`src/rtl/rename_recovery_sequencer_if.sv`:
```
// Recovery-sequencer bus: init-clear outputs, flush request/ack handshake and
// the per-cycle revert strobe toward the renamer.
interface rename_recovery_sequencer_if #(
  parameter int unsigned NUM_IDS = 8
);
  localparam int unsigned ID_W = $clog2(NUM_IDS);

  logic            init_clear;
  logic [5:0]      clear_index;
  logic            init_done;
  logic            flush_req;
  logic [ID_W-1:0] flush_oldest_id;
  logic [ID_W-1:0] flush_next_id;
  logic            flush_full;
  logic            revert_ready;
  logic            rename_revert;
  logic [ID_W-1:0] revert_id;
  logic            rename_stall;
  logic            flush_ack;

  // Requester / renamer side
  modport master (
    input  init_clear, clear_index, init_done, rename_revert, revert_id,
           rename_stall, flush_ack,
    output flush_req, flush_oldest_id, flush_next_id, flush_full, revert_ready
  );

  // Sequencer side
  modport slave (
    output init_clear, clear_index, init_done, rename_revert, revert_id,
           rename_stall, flush_ack,
    input  flush_req, flush_oldest_id, flush_next_id, flush_full, revert_ready
  );
endinterface

```
`src/rtl/rename_recovery_sequencer.sv`:
```
// Sequences post-reset rename-table init, then undoes flushed renames newest->oldest.
// Optional macro RENAME_RECOVERY_PERF_EN adds flush_count / revert_cycles counters.
module rename_recovery_sequencer #(
  parameter int unsigned NUM_IDS     = 8,
  parameter int unsigned CLEAR_DEPTH = 64
) (
  input  logic                              clk,
  input  logic                              rst,
  rename_recovery_sequencer_if.slave        bus
`ifdef RENAME_RECOVERY_PERF_EN
  ,
  output logic [31:0]                       flush_count,
  output logic [31:0]                       revert_cycles
`endif
);

  localparam int unsigned ID_W  = $clog2(NUM_IDS);
  localparam int unsigned CNT_W = ID_W + 1;
  localparam int unsigned CLR_W = 6;

  typedef enum logic [1:0] {
    S_CLEAR  = 2'd0,
    S_IDLE   = 2'd1,
    S_REVERT = 2'd2,
    S_ACK    = 2'd3
  } state_t;

  state_t           state;
  state_t           state_nx;
  logic [CLR_W-1:0] clear_index;
  logic             init_done;
  logic [ID_W-1:0]  cursor;
  logic [CNT_W-1:0] remain;
  logic             ack_zero;

  logic [ID_W-1:0]  oldest_c;
  logic [ID_W-1:0]  next_c;
  logic [CNT_W-1:0] req_count_c;
  logic             last_clear_c;
  logic             accept_c;
  logic             fire_c;

  // Request decode: full flag overrides the modular distance
  always_comb begin
    oldest_c     = ID_W'(bus.flush_oldest_id);
    next_c       = ID_W'(bus.flush_next_id);
    req_count_c  = bus.flush_full ? CNT_W'(NUM_IDS) : CNT_W'(ID_W'(next_c - oldest_c));
    last_clear_c = (clear_index == CLR_W'(CLEAR_DEPTH - 1));
    accept_c     = (state == S_IDLE) && bus.flush_req;
    fire_c       = (state == S_REVERT) && bus.revert_ready;
  end

  always_ff @(posedge clk or negedge rst) begin
    if (!rst) state <= S_CLEAR;
    else      state <= state_nx;
  end

  always_comb begin
    state_nx = state;
    case (state)
      S_CLEAR:  if (last_clear_c) state_nx = S_IDLE;
      S_IDLE: begin
        if (bus.flush_req) begin
          if (req_count_c == '0) state_nx = S_ACK;
          else                   state_nx = S_REVERT;
        end
      end
      S_REVERT: if (fire_c && (remain == CNT_W'(1))) state_nx = S_ACK;
      S_ACK:    state_nx = S_IDLE;
      default:  state_nx = S_CLEAR;
    endcase
  end

  // Init index, flush cursor and remaining-revert count
  always_ff @(posedge clk or negedge rst) begin
    if (!rst) begin
      clear_index <= '0;
      init_done   <= 1'b0;
      cursor      <= '0;
      remain      <= '0;
      ack_zero    <= 1'b0;
    end else begin
      if (state == S_CLEAR) begin
        clear_index <= last_clear_c ? '0 : clear_index + CLR_W'(1);
        if (last_clear_c) init_done <= 1'b1;
      end
      if (accept_c) begin
        cursor   <= next_c - ID_W'(1);
        remain   <= req_count_c;
        ack_zero <= (req_count_c == '0);
      end else if (fire_c) begin
        cursor <= cursor - ID_W'(1);
        remain <= remain - CNT_W'(1);
      end
    end
  end

  // An empty flush acks without ever stalling decode
  always_comb begin
    bus.init_clear    = 1'b0;
    bus.clear_index   = clear_index;
    bus.init_done     = init_done;
    bus.rename_revert = 1'b0;
    bus.revert_id     = '0;
    bus.rename_stall  = 1'b0;
    bus.flush_ack     = 1'b0;
    case (state)
      S_CLEAR: begin
        bus.init_clear   = 1'b1;
        bus.rename_stall = 1'b1;
      end
      S_REVERT: begin
        bus.rename_revert = fire_c;
        bus.revert_id     = cursor;
        bus.rename_stall  = 1'b1;
      end
      S_ACK: begin
        bus.flush_ack    = 1'b1;
        bus.rename_stall = !ack_zero;
      end
      default: ;
    endcase
  end

`ifdef RENAME_RECOVERY_PERF_EN
  // Saturating performance counters
  always_ff @(posedge clk or negedge rst) begin
    if (!rst) begin
      flush_count   <= '0;
      revert_cycles <= '0;
    end else begin
      if ((state == S_ACK) && (flush_count != 32'hFFFF_FFFF))
        flush_count <= flush_count + 32'd1;
      if ((state == S_REVERT) && (revert_cycles != 32'hFFFF_FFFF))
        revert_cycles <= revert_cycles + 32'd1;
    end
  end
`endif

endmodule

```
`src/flat_wrapper.sv`:
```
// flat-port wrapper written by rule: the top's interface ports become plain ports
module rename_recovery_sequencer_flat 
#(
  parameter int unsigned NUM_IDS     = 8,
  parameter int unsigned CLEAR_DEPTH = 64
)
  (clk, rst, bus_init_clear, bus_clear_index, bus_init_done, bus_rename_revert, bus_revert_id, bus_rename_stall, bus_flush_ack, bus_flush_req, bus_flush_oldest_id, bus_flush_next_id, bus_flush_full, bus_revert_ready);
  rename_recovery_sequencer_if #(.NUM_IDS(NUM_IDS)) bus_i ();
  input  logic clk;
  input  logic rst;
  output wire logic [$bits(bus_i.init_clear)-1:0] bus_init_clear;
  output wire logic [$bits(bus_i.clear_index)-1:0] bus_clear_index;
  output wire logic [$bits(bus_i.init_done)-1:0] bus_init_done;
  output wire logic [$bits(bus_i.rename_revert)-1:0] bus_rename_revert;
  output wire logic [$bits(bus_i.revert_id)-1:0] bus_revert_id;
  output wire logic [$bits(bus_i.rename_stall)-1:0] bus_rename_stall;
  output wire logic [$bits(bus_i.flush_ack)-1:0] bus_flush_ack;
  input wire logic [$bits(bus_i.flush_req)-1:0] bus_flush_req;
  input wire logic [$bits(bus_i.flush_oldest_id)-1:0] bus_flush_oldest_id;
  input wire logic [$bits(bus_i.flush_next_id)-1:0] bus_flush_next_id;
  input wire logic [$bits(bus_i.flush_full)-1:0] bus_flush_full;
  input wire logic [$bits(bus_i.revert_ready)-1:0] bus_revert_ready;
  assign bus_init_clear = bus_i.init_clear;
  assign bus_clear_index = bus_i.clear_index;
  assign bus_init_done = bus_i.init_done;
  assign bus_rename_revert = bus_i.rename_revert;
  assign bus_revert_id = bus_i.revert_id;
  assign bus_rename_stall = bus_i.rename_stall;
  assign bus_flush_ack = bus_i.flush_ack;
  assign bus_i.flush_req = bus_flush_req;
  assign bus_i.flush_oldest_id = bus_flush_oldest_id;
  assign bus_i.flush_next_id = bus_flush_next_id;
  assign bus_i.flush_full = bus_flush_full;
  assign bus_i.revert_ready = bus_revert_ready;
  rename_recovery_sequencer #(.NUM_IDS(NUM_IDS), .CLEAR_DEPTH(CLEAR_DEPTH)) u_core (.clk(clk), .rst(rst), .bus(bus_i));
endmodule
```
`config.mk`:
```
export PLATFORM = sky130hd
export DESIGN_NAME = rename_recovery_sequencer_flat
export DESIGN_NICKNAME = d
export VERILOG_FILES = /design/src/rtl/rename_recovery_sequencer_if.sv /design/src/rtl/rename_recovery_sequencer.sv /design/src/flat_wrapper.sv
export SDC_FILE = /design/constraint.sdc
export NUM_CORES = 1
export LEC_CHECK = 0
export BUFFER_PORTS_ARGS = -buffer_cell sky130_fd_sc_hd__buf_2
export CAP_MARGIN = 15
export CORE_UTILIZATION = 42
export CTS_CLUSTER_SIZE = 16
export DETAILED_ROUTE_END_ITERATION = 6
export PLACE_DENSITY = 0.65
export SLEW_MARGIN = 20
export SYNTH_ARGS = -nofsm -noshare
export SYNTH_HDL_FRONTEND = slang
export SYNTH_SLANG_ARGS = --single-unit
```
`constraint.sdc`:
```
create_clock -name clk -period 3.2 [get_ports clk]
set_input_delay 0.16 -clock clk [delete_from_list [all_inputs] [get_ports clk]]
set_output_delay 0.16 -clock clk [all_outputs]
set_load 0.05 [all_outputs]
```
**After elaboration in Yosys (flattened, before gate mapping)**

Cells that the tools add are included.

- Flip-flop bits (word level): 17
- Logic and storage cells: 45
- Input bits: 11
- Output and inout port bits: 14

- Equal/unequal tests: 8
- Add/sub/neg operators: 5
- Reduce and logical (&&, ||, !) cells: 10
- Mux-type cells: 16

Operators with widths:

| cell | number |
|---|---|
| 4-bit two-way mux | 3 |
| 3-bit two-way mux | 3 |
| 2-bit case mux with 4 select lines | 1 |
| 6-bit by 1-bit adder with 6-bit output (second input constant) | 1 |
| 6-bit == test (second input constant) | 1 |
| 2-bit two-way mux | 3 |
| 6-bit two-way mux | 1 |
| 3-bit by 1-bit subtractor with 3-bit output (second input constant) | 2 |
| 2-bit == test (second input constant) | 2 |
| 4-bit by 1-bit == test with 1-bit output (second input constant) | 1 |
| 4-bit zero test | 1 |
| 1-bit two-way mux | 4 |
| 2-bit != test (second input constant) | 2 |
| 4-bit by 1-bit subtractor with 4-bit output (second input constant) | 1 |
| 1-bit logical AND | 3 |
| 3-bit AND reduction | 1 |
| 3-bit subtractor | 1 |
| 2-bit by 1-bit == test with 1-bit output (second input constant) | 1 |
| 2-bit zero test | 1 |
| 2-bit by 1-bit != test with 1-bit output (second input constant) | 1 |
| 1-bit case mux with 2 select lines | 1 |
| 2-bit AND reduction | 1 |
| 2-bit nonzero test | 1 |
| 2-bit OR reduction | 1 |
| 1-bit zero test | 1 |

**Logic depth before layout (Yosys ltp)**

Gate-level depths: netlist of run 1.

- Depth in word-level cells: 6
- Mapped depth: 9
- Depth with buffers taken out: 9

**Least setup slack after synthesis of run 1**

OpenSTA, ideal clock, no wires.

- Path type: register to output
- From: register u_core.state[0]
- To: output bus_rename_stall
- Stages on the path, launching flop included: 6
- Slack: 1012 ps
- Path buffers: 1
- Data arrival time: 2028 ps
- Required time: 3040 ps
- Path through: dfrtp_1 inv_1 ha_1 buf_4 nor2_1 a21oi_1

- Word-level cells in the longest chain between the ends: 3
- Elaborated cells on any way between the ends: 5
- Those cells by class: eq/ne: 2; mux: 1; reduce/logical: 2

RTL lines:

| item | line | source |
|---|---|---|
| from (decl) | rename_recovery_sequencer.sv:28 | `state_t state;` |
| from (signal assigned) | rename_recovery_sequencer.sv:55 | `else state <= state_nx;` |
| 2-bit == test / 2-bit zero test (equally long branches) | rename_recovery_sequencer.sv:107 | `case (state)` |
| 2-bit OR reduction (no source line) | - |  |
| 1-bit case mux with 2 select lines (*) | rename_recovery_sequencer.sv:107 |  |
| to (decl) | flat_wrapper.sv:16 | `output wire logic [$bits(bus_i.rename_stall)-1:0] bus_rename_stall;` |

Every way passes the cells marked *; elsewhere a longest branch is shown, timed or not.

**Final worst setup path of run 1**

- From: register u_core.state[1]
- To: register u_core.cursor[2]

- Word-level cells in the longest chain between the ends: 3
- Elaborated cells on any way between the ends: 6
- Those cells by class: eq/ne: 2; mux: 1; reduce/logical: 3

RTL lines:

| item | line | source |
|---|---|---|
| 2-bit by 1-bit == test with 1-bit output / 2-bit == test (equally long branches) | rename_recovery_sequencer.sv:49, rename_recovery_sequencer.sv:50 |  |
| 1-bit logical AND (on tied branches) | rename_recovery_sequencer.sv:49, rename_recovery_sequencer.sv:50 |  |
| 3-bit two-way mux / 2-bit nonzero test (equally long branches) | - |  |
| to (signal assigned) | rename_recovery_sequencer.sv:88 | `cursor <= next_c - ID_W'(1);` |
| to (signal assigned) | rename_recovery_sequencer.sv:92 | `cursor <= cursor - ID_W'(1);` |
| to (decl) | rename_recovery_sequencer.sv:32 | `logic [ID_W-1:0] cursor;` |

Parallel ways exist; a longest one is shown, timed or not.
A chain may end at the register's enable or synchronous reset.

==> out/results.txt, run 1 <==
YS warnings: 0
# setup viols final: 0
status: finished, final reports clean
EDFF count, synth: 0
Slowest Stage Delay on Critical Path: 410 ps
CTS clk-pin slew, worst paths: 100 ps
dpl cells: 157
mapped cell area: 1050 um^2
clk_lat worst skew: 280 ps
clock root buffer: clkbuf_4
FF+latch count, synth: 17
commonest non-fill, non-tap cells in the layout: 24 x buf_2, 17 x dfrtp_1, 13 x nand2_1
largest net degree at the start of global routing: 18
Die H: 52.00 um
max-slew violation count: 0
Seq. cell area: 425.4 um^2
register area share after synthesis: 40.52%
dominant cells by area after synthesis: dfrtp_1 41%, ha_1 12%, xnor2_1 6.7%, nand2_1 4.6%, mux2i_1 3.8%
Detailed Route WL: 1.978 mm
HP Start: bus_flush_full
clk_skew: 4.137 ps
Compound-Gate Fraction of Synth Area: 8.939%
CTS Buf Count: 3
CP delay by family, top: simple AND/OR/NAND/NOR gates
Cells on Worst Hold Path: 2
WP data required: 3350 ps
Routed Antenna Nets: 0
largest family of logic cells by synthesized area: simple AND/OR/NAND/NOR gates
Layout Nets: 157
post-CTS setup buffer count: 0
Max clock buf depth: 2
setup TNS: 0 ps
post-synthesis cell type count: 30
P_leak: 0.6142 nW
first-pass GRT wire length: 3.325 mm
Vias: 810
DRT Pass-1 Iters: 4
vias in the first global route: 795
Syn Nets: 129
Area growth, synth to finish: 17.16%
commonest non-fill, non-tap cell in the layout: buf_2
Hold Violations, Final: 0
mux cell area share after synthesis: 4.887%
worst path bufs/invs: 1
cts repair resizes: 0
FP Rows: 17
Die Wd: 52.00 um
area leader, netlist: dfrtp_1
Floorplan Core Area: 2276 um^2
Synth top area share: 40.52%
CTS tree: yes
end of the worst hold path: u_core.remain[0]
IR drop worst, VDD: 0.6513 mV
xor and xnor fraction of the mapped netlist area: 9.178%
# diodes: 0
final worst slack: 1141 ps
initial DRC count: 13
Most used DFF post-synth: dfrtp_1
CTS sink count: 17
reg-to-reg startpoint: u_core.state[1]
asr flop ratio synth: 100.0%
Worst-Margin Slew: 502.8 ps
RSZ-0062 raised after global routing: no
All-Layer GR Usage: 17.02%
Synth Area in Simple Gates: 18.00%
post-synthesis cell count: 107
Final Cycle Share: 64.33%
slowest CP cell: dfrtp_1
post-route minimum period: 2059 ps
Worst slew margin: 66.40%
drt drc: 0
worst hold slack: 120.0 ps
IO Port Bufs: 24
Pwr per Cell Area: 1057 nW/um^2
Post-Synth Adder-Cell Area: 13.83%
syn_area_per_cell: 9.811 um^2
worst r2r dst: u_core.cursor[2]
crit path DAT: 2210 ps
CP Class: reg2reg
via/cell ratio: 5.000
count of filler cells inserted in the layout: 210
footprint of the multi-input gates: 575.6 um^2
crit start category: flip-flop
GR Overflow Total: 0
die area: 2703 um^2
fraction of layout cells with a size suffix above 1: 23.88%
Worst setup EP type: flip-flop
Placement Setup Slack: 1197 ps
non-filler cells, final: 162
IO Pins: 25
CP Cell Sequence: inv_1 > ha_1 > nand2_1 > nor2_1 > a21oi_1 > ha_1 > nand2_1 > xor2_1 > a21oi_1
initial antenna violation count: 0
Fmax: 0.4857 GHz
H-tree Lvls: 1
routed len/inst: 12.21 um
dpl hpwl: 1.552 mm
Worst Path Max Fanout: 17
Worst R2R Path Depth: 9
max cap viols: 0
Hold WC Path Type: in2reg
routability cong.: 0.7680
Initial Utilization: 46.12%
flop-to-flop setup slack: 1140 ps
[metrics by stage]
step                power (mW)  utilization, %  instance area, um^2
floorplan                1.034               -                 1050
global route             1.402           54.04                 1230
global placement         1.174           52.45                 1194
CTS                      1.316           54.04                 1230
detailed placement       1.194           52.45                 1194
finish                   1.300           54.04                 1230
[metal layers]
layer	track usage (%)	part of all wire, %	vias to the layer above
met5	0	0	-
met4	9.910	0.71	0
met3	2.924	3.5	2
met2	29.27	50	16
met1	19.53	45	379
li1	-	-	413
[area by class of cell]
type                       count  share of cell area, %
clock buffer                   4                  2.136
inverter                      10                  3.052
multi-input combinational     78                  46.80
sequential                    17                  34.59
tap                           28                  2.848
timing repair buffer          25                  10.58
[cell usage after synthesis, types with 2 or more instances]
master,instances
a21oi_1,7
and2_1,3
dfrtp_1,17
ha_1,10
inv_1,9
mux2i_1,4
nand2_1,13
nand2b_1,3
nand3_1,2
nor2_1,6
nor3_1,2
o21ai_0,3
o31ai_1,2
xnor2_1,8
xor2_1,3
[worst max path at each step]
stage / startpoint / end / cells after the start
final: u_core.state[1] / u_core.cursor[2] / 9
after global routing: u_core.state[1] / u_core.cursor[2] / 9
after CTS: u_core.state[1] / u_core.cursor[2] / 9
after detailed placement: u_core.state[1] / u_core.cursor[2] / 9
after global placement: u_core.state[1] / u_core.cursor[2] / 9
after floorplan: u_core.state[0] / bus_rename_stall / 5
[registers in the layout, summed over array words and instances, names as in the netlist]
register / count
u_core.bus.clear_index: 6
u_core.state: 2
u_core.remain: 4
u_core.cursor: 3
u_core.ack_zero: 1
u_core.bus.init_done: 1
[worst register-to-register path, delay by kind of cell, from the launching register on]
kind | cells | cell delay (ps)
flip-flops | 1 | 410
buffers and inverters | 1 | 120
AO/OA/AOI/OAI | 2 | 140
adder cells (fa/ha/maj) | 2 | 440
AND/OR/NAND/NOR | 3 | 640
XOR/XNOR | 1 | 160
[kinds of logic (layout without fill, tap and decap cells)]
| kind of cell | count (synthesis) | in the layout |
|---|---|---|
| AND/OR/NAND/NOR | 35 | 35 |
| adder cells (fa/ha/maj) | 11 | 11 |
| AO/OA/AOI/OAI | 16 | 16 |
| flip-flops | 17 | 17 |
| buffers and inverters | 12 | 39 |
| multiplexers | 5 | 5 |
| XOR/XNOR | 11 | 11 |
[repair_timing]
item	4_1_cts	5_1_grt
hold buffers	1	0
endpoints found under the hold margin	17	0
endpoints found under the setup margin	0	0
[report_power, final]
| group | switching (mW) | internal (mW) |
|---|---|---|
| sequential | 0.100 | 0.309 |
| clock | 0.0658 | 0.0484 |
| combinational | 0.522 | 0.255 |
Power figures use the tool's default switching activity.
==> run 2: changes to the inputs <==
- clock period: 3.2 -> 1.9 ns (I/O delays scaled with it)
==> run 2 against run 1 <==
Compared with the run above:
- design area rose by 2.3%
- hold slack got worse by 80 ps
- non-clock buffer count rose by 3
- first-iteration DRC count fell by 31%
- clock-buffer cell count did not move
- setup slack got worse by 970 ps
- sequential share of layout area fell by 0.79 points
==> out/results.txt, run 2 (synthesis gave the netlist of run 1 again) <==
logic gate share of total power: 60.6%
GR Overflow Total: 0
Worst setup EP type: flip-flop
clk_lat worst skew: 290 ps
IO Pins: 25
drt drc: 0
crit path DAT: 1920 ps
Top Registers: u_core.bus.clear_index: 6 flops, u_core.remain: 4 flops, u_core.cursor: 3 flops
worst hold slack: 39.59 ps
Worst Path Max Fanout: 8
switching power: 1.188 mW
commonest non-fill, non-tap cell in the layout: buf_2
slowest CP cell: dfrtp_1
crit path launch: u_core.state[1]
Reg power frac: 30.7%
DRT Pass-1 Iters: 5
FP Rows: 17
Worst slew margin: 73.95%
# diodes: 0
vias in the first global route: 798
Largest Register: u_core.bus.clear_index
Slowest Stage Delay on Critical Path: 410 ps
Pwr per Cell Area: 1795 nW/um^2
Worst-Margin Slew: 390.7 ps
Placement Setup Slack: 102.7 ps
Floorplan Core Area: 2276 um^2
switching part of the total power: 52.57%
Worst R2R Path Depth: 9
# setup viols final: 0
Initial Utilization: 46.12%
Int Pwr: 1.071 mW
number of cells on the critical path: 9
flop-to-flop setup slack: 170 ps
WP data required: 2090 ps
Max clock buf depth: 2
CP Class: reg2reg
largest net degree at the start of global routing: 18
worst path bufs/invs: 1
first-pass GRT wire length: 3.539 mm
IO Port Bufs: 24
Fmax: 0.5780 GHz
Clk network pwr share: 8.7%
Die Wd: 52.00 um
fraction of layout cells with a size suffix above 1: 27.01%
die area: 2703 um^2
CP Cell Sequence: inv_1 > ha_1 > nand2_2 > nor2_1 > a21oi_1 > ha_1 > nand2_1 > xor2_1 > a21oi_1
max FFs per register: 6
IR drop worst, VDD: 1.120 mV
CTS sink count: 17
max cap viols: 0
commonest non-fill, non-tap cells in the layout: 24 x buf_2, 17 x dfrtp_1, 12 x nand2_1
final worst slack: 170.0 ps
P_leak: 0.6298 nW
dpl hpwl: 1.577 mm
Layout Nets: 160
Final Cycle Share: 91.06%
Die H: 52.00 um
setup TNS: 0 ps
CTS clk-pin slew, worst paths: 100 ps
initial antenna violation count: 0
max-slew violation count: 0
Hold WC Path Type: in2reg
Worst Setup EP: u_core.cursor[2]
H-tree Lvls: 1
clock root buffer: clkbuf_4
RSZ-0062 raised after global routing: no
routability cong.: 0.7605
status: finished, final reports clean
routed len/inst: 12.42 um
CTS Buf Count: 3
post-route minimum period: 1730 ps
Routed Antenna Nets: 0
CTS tree: yes
via/cell ratio: 4.933
reg-to-reg startpoint: u_core.state[1]
Hold Violations, Final: 0
initial DRC count: 9
CP delay by family, top: adder cells
Vias: 814
Area growth, synth to finish: 19.90%
worst r2r dst: u_core.cursor[2]
Detailed Route WL: 2.049 mm
clk_skew: 1.626 ps
crit start category: flip-flop
All-Layer GR Usage: 18.13%
run 2: how the worst min path moves through the flow:
stage / end / from / slack [ps] / cells past startpoint
after detailed placement: u_core.bus.clear_index[1] / rst / 40 / 1
after floorplan: u_core.ack_zero / rst / -200 / 0
final: u_core.remain[0] / bus_flush_full / 40 / 2
after CTS: u_core.remain[0] / bus_flush_full / 40 / 2
after global routing: u_core.remain[0] / bus_flush_full / 40 / 2
after global placement: u_core.bus.clear_index[1] / rst / 40 / 1
run 2: final cells by class:
cell class                      count  area, um^2
Clock buffer                        4       26.28
Fill cell                         197        1017
Inverter                           10       37.54
Multi-Input combinational cell     78       581.8
Sequential cell                    17       425.4
Tap cell                           28       35.03
Timing Repair Buffer               28       152.6
run 2: metrics by stage:
step | std cells | total power [mW] | util, % | area, um^2
3_3_place_gp | 160 | 2.026 | 53.60 | 1220
3_5_place_dp | 160 | 2.067 | 53.60 | 1220
5_1_grt | 165 | 2.442 | 55.31 | 1259
6_report | 165 | 2.259 | 55.31 | 1259
2_1_floorplan | 107 | 1.756 | - | 1054
4_1_cts | 165 | 2.265 | 55.20 | 1256
run 2: per-layer routing:
| metal | GRT usage [%] | routed length (um) |
|---|---|---|
| met2 | 30.77 | 983 |
| met4 | 4.054 | 24 |
| met3 | 6.140 | 92 |
| met5 | 0 | 0 |
| met1 | 21.90 | 948 |
run 2: power groups by stage:
stage	Clock, mW	Sequential, mW	Combinational, mW
floorplan	0	0.851	0.905
global placement	0	0.688	1.34
detailed placement	0	0.694	1.37
CTS	0.200	0.691	1.37
global route	0.223	0.713	1.51
finish	0.197	0.693	1.37
run 2: what timing repair did:
item	4_1_cts	5_1_grt
gates resized for setup	0	1
buffers inserted	0	0
endpoints found under the setup margin	0	1
hold buffers	1	0
endpoints found under the hold margin	17	0
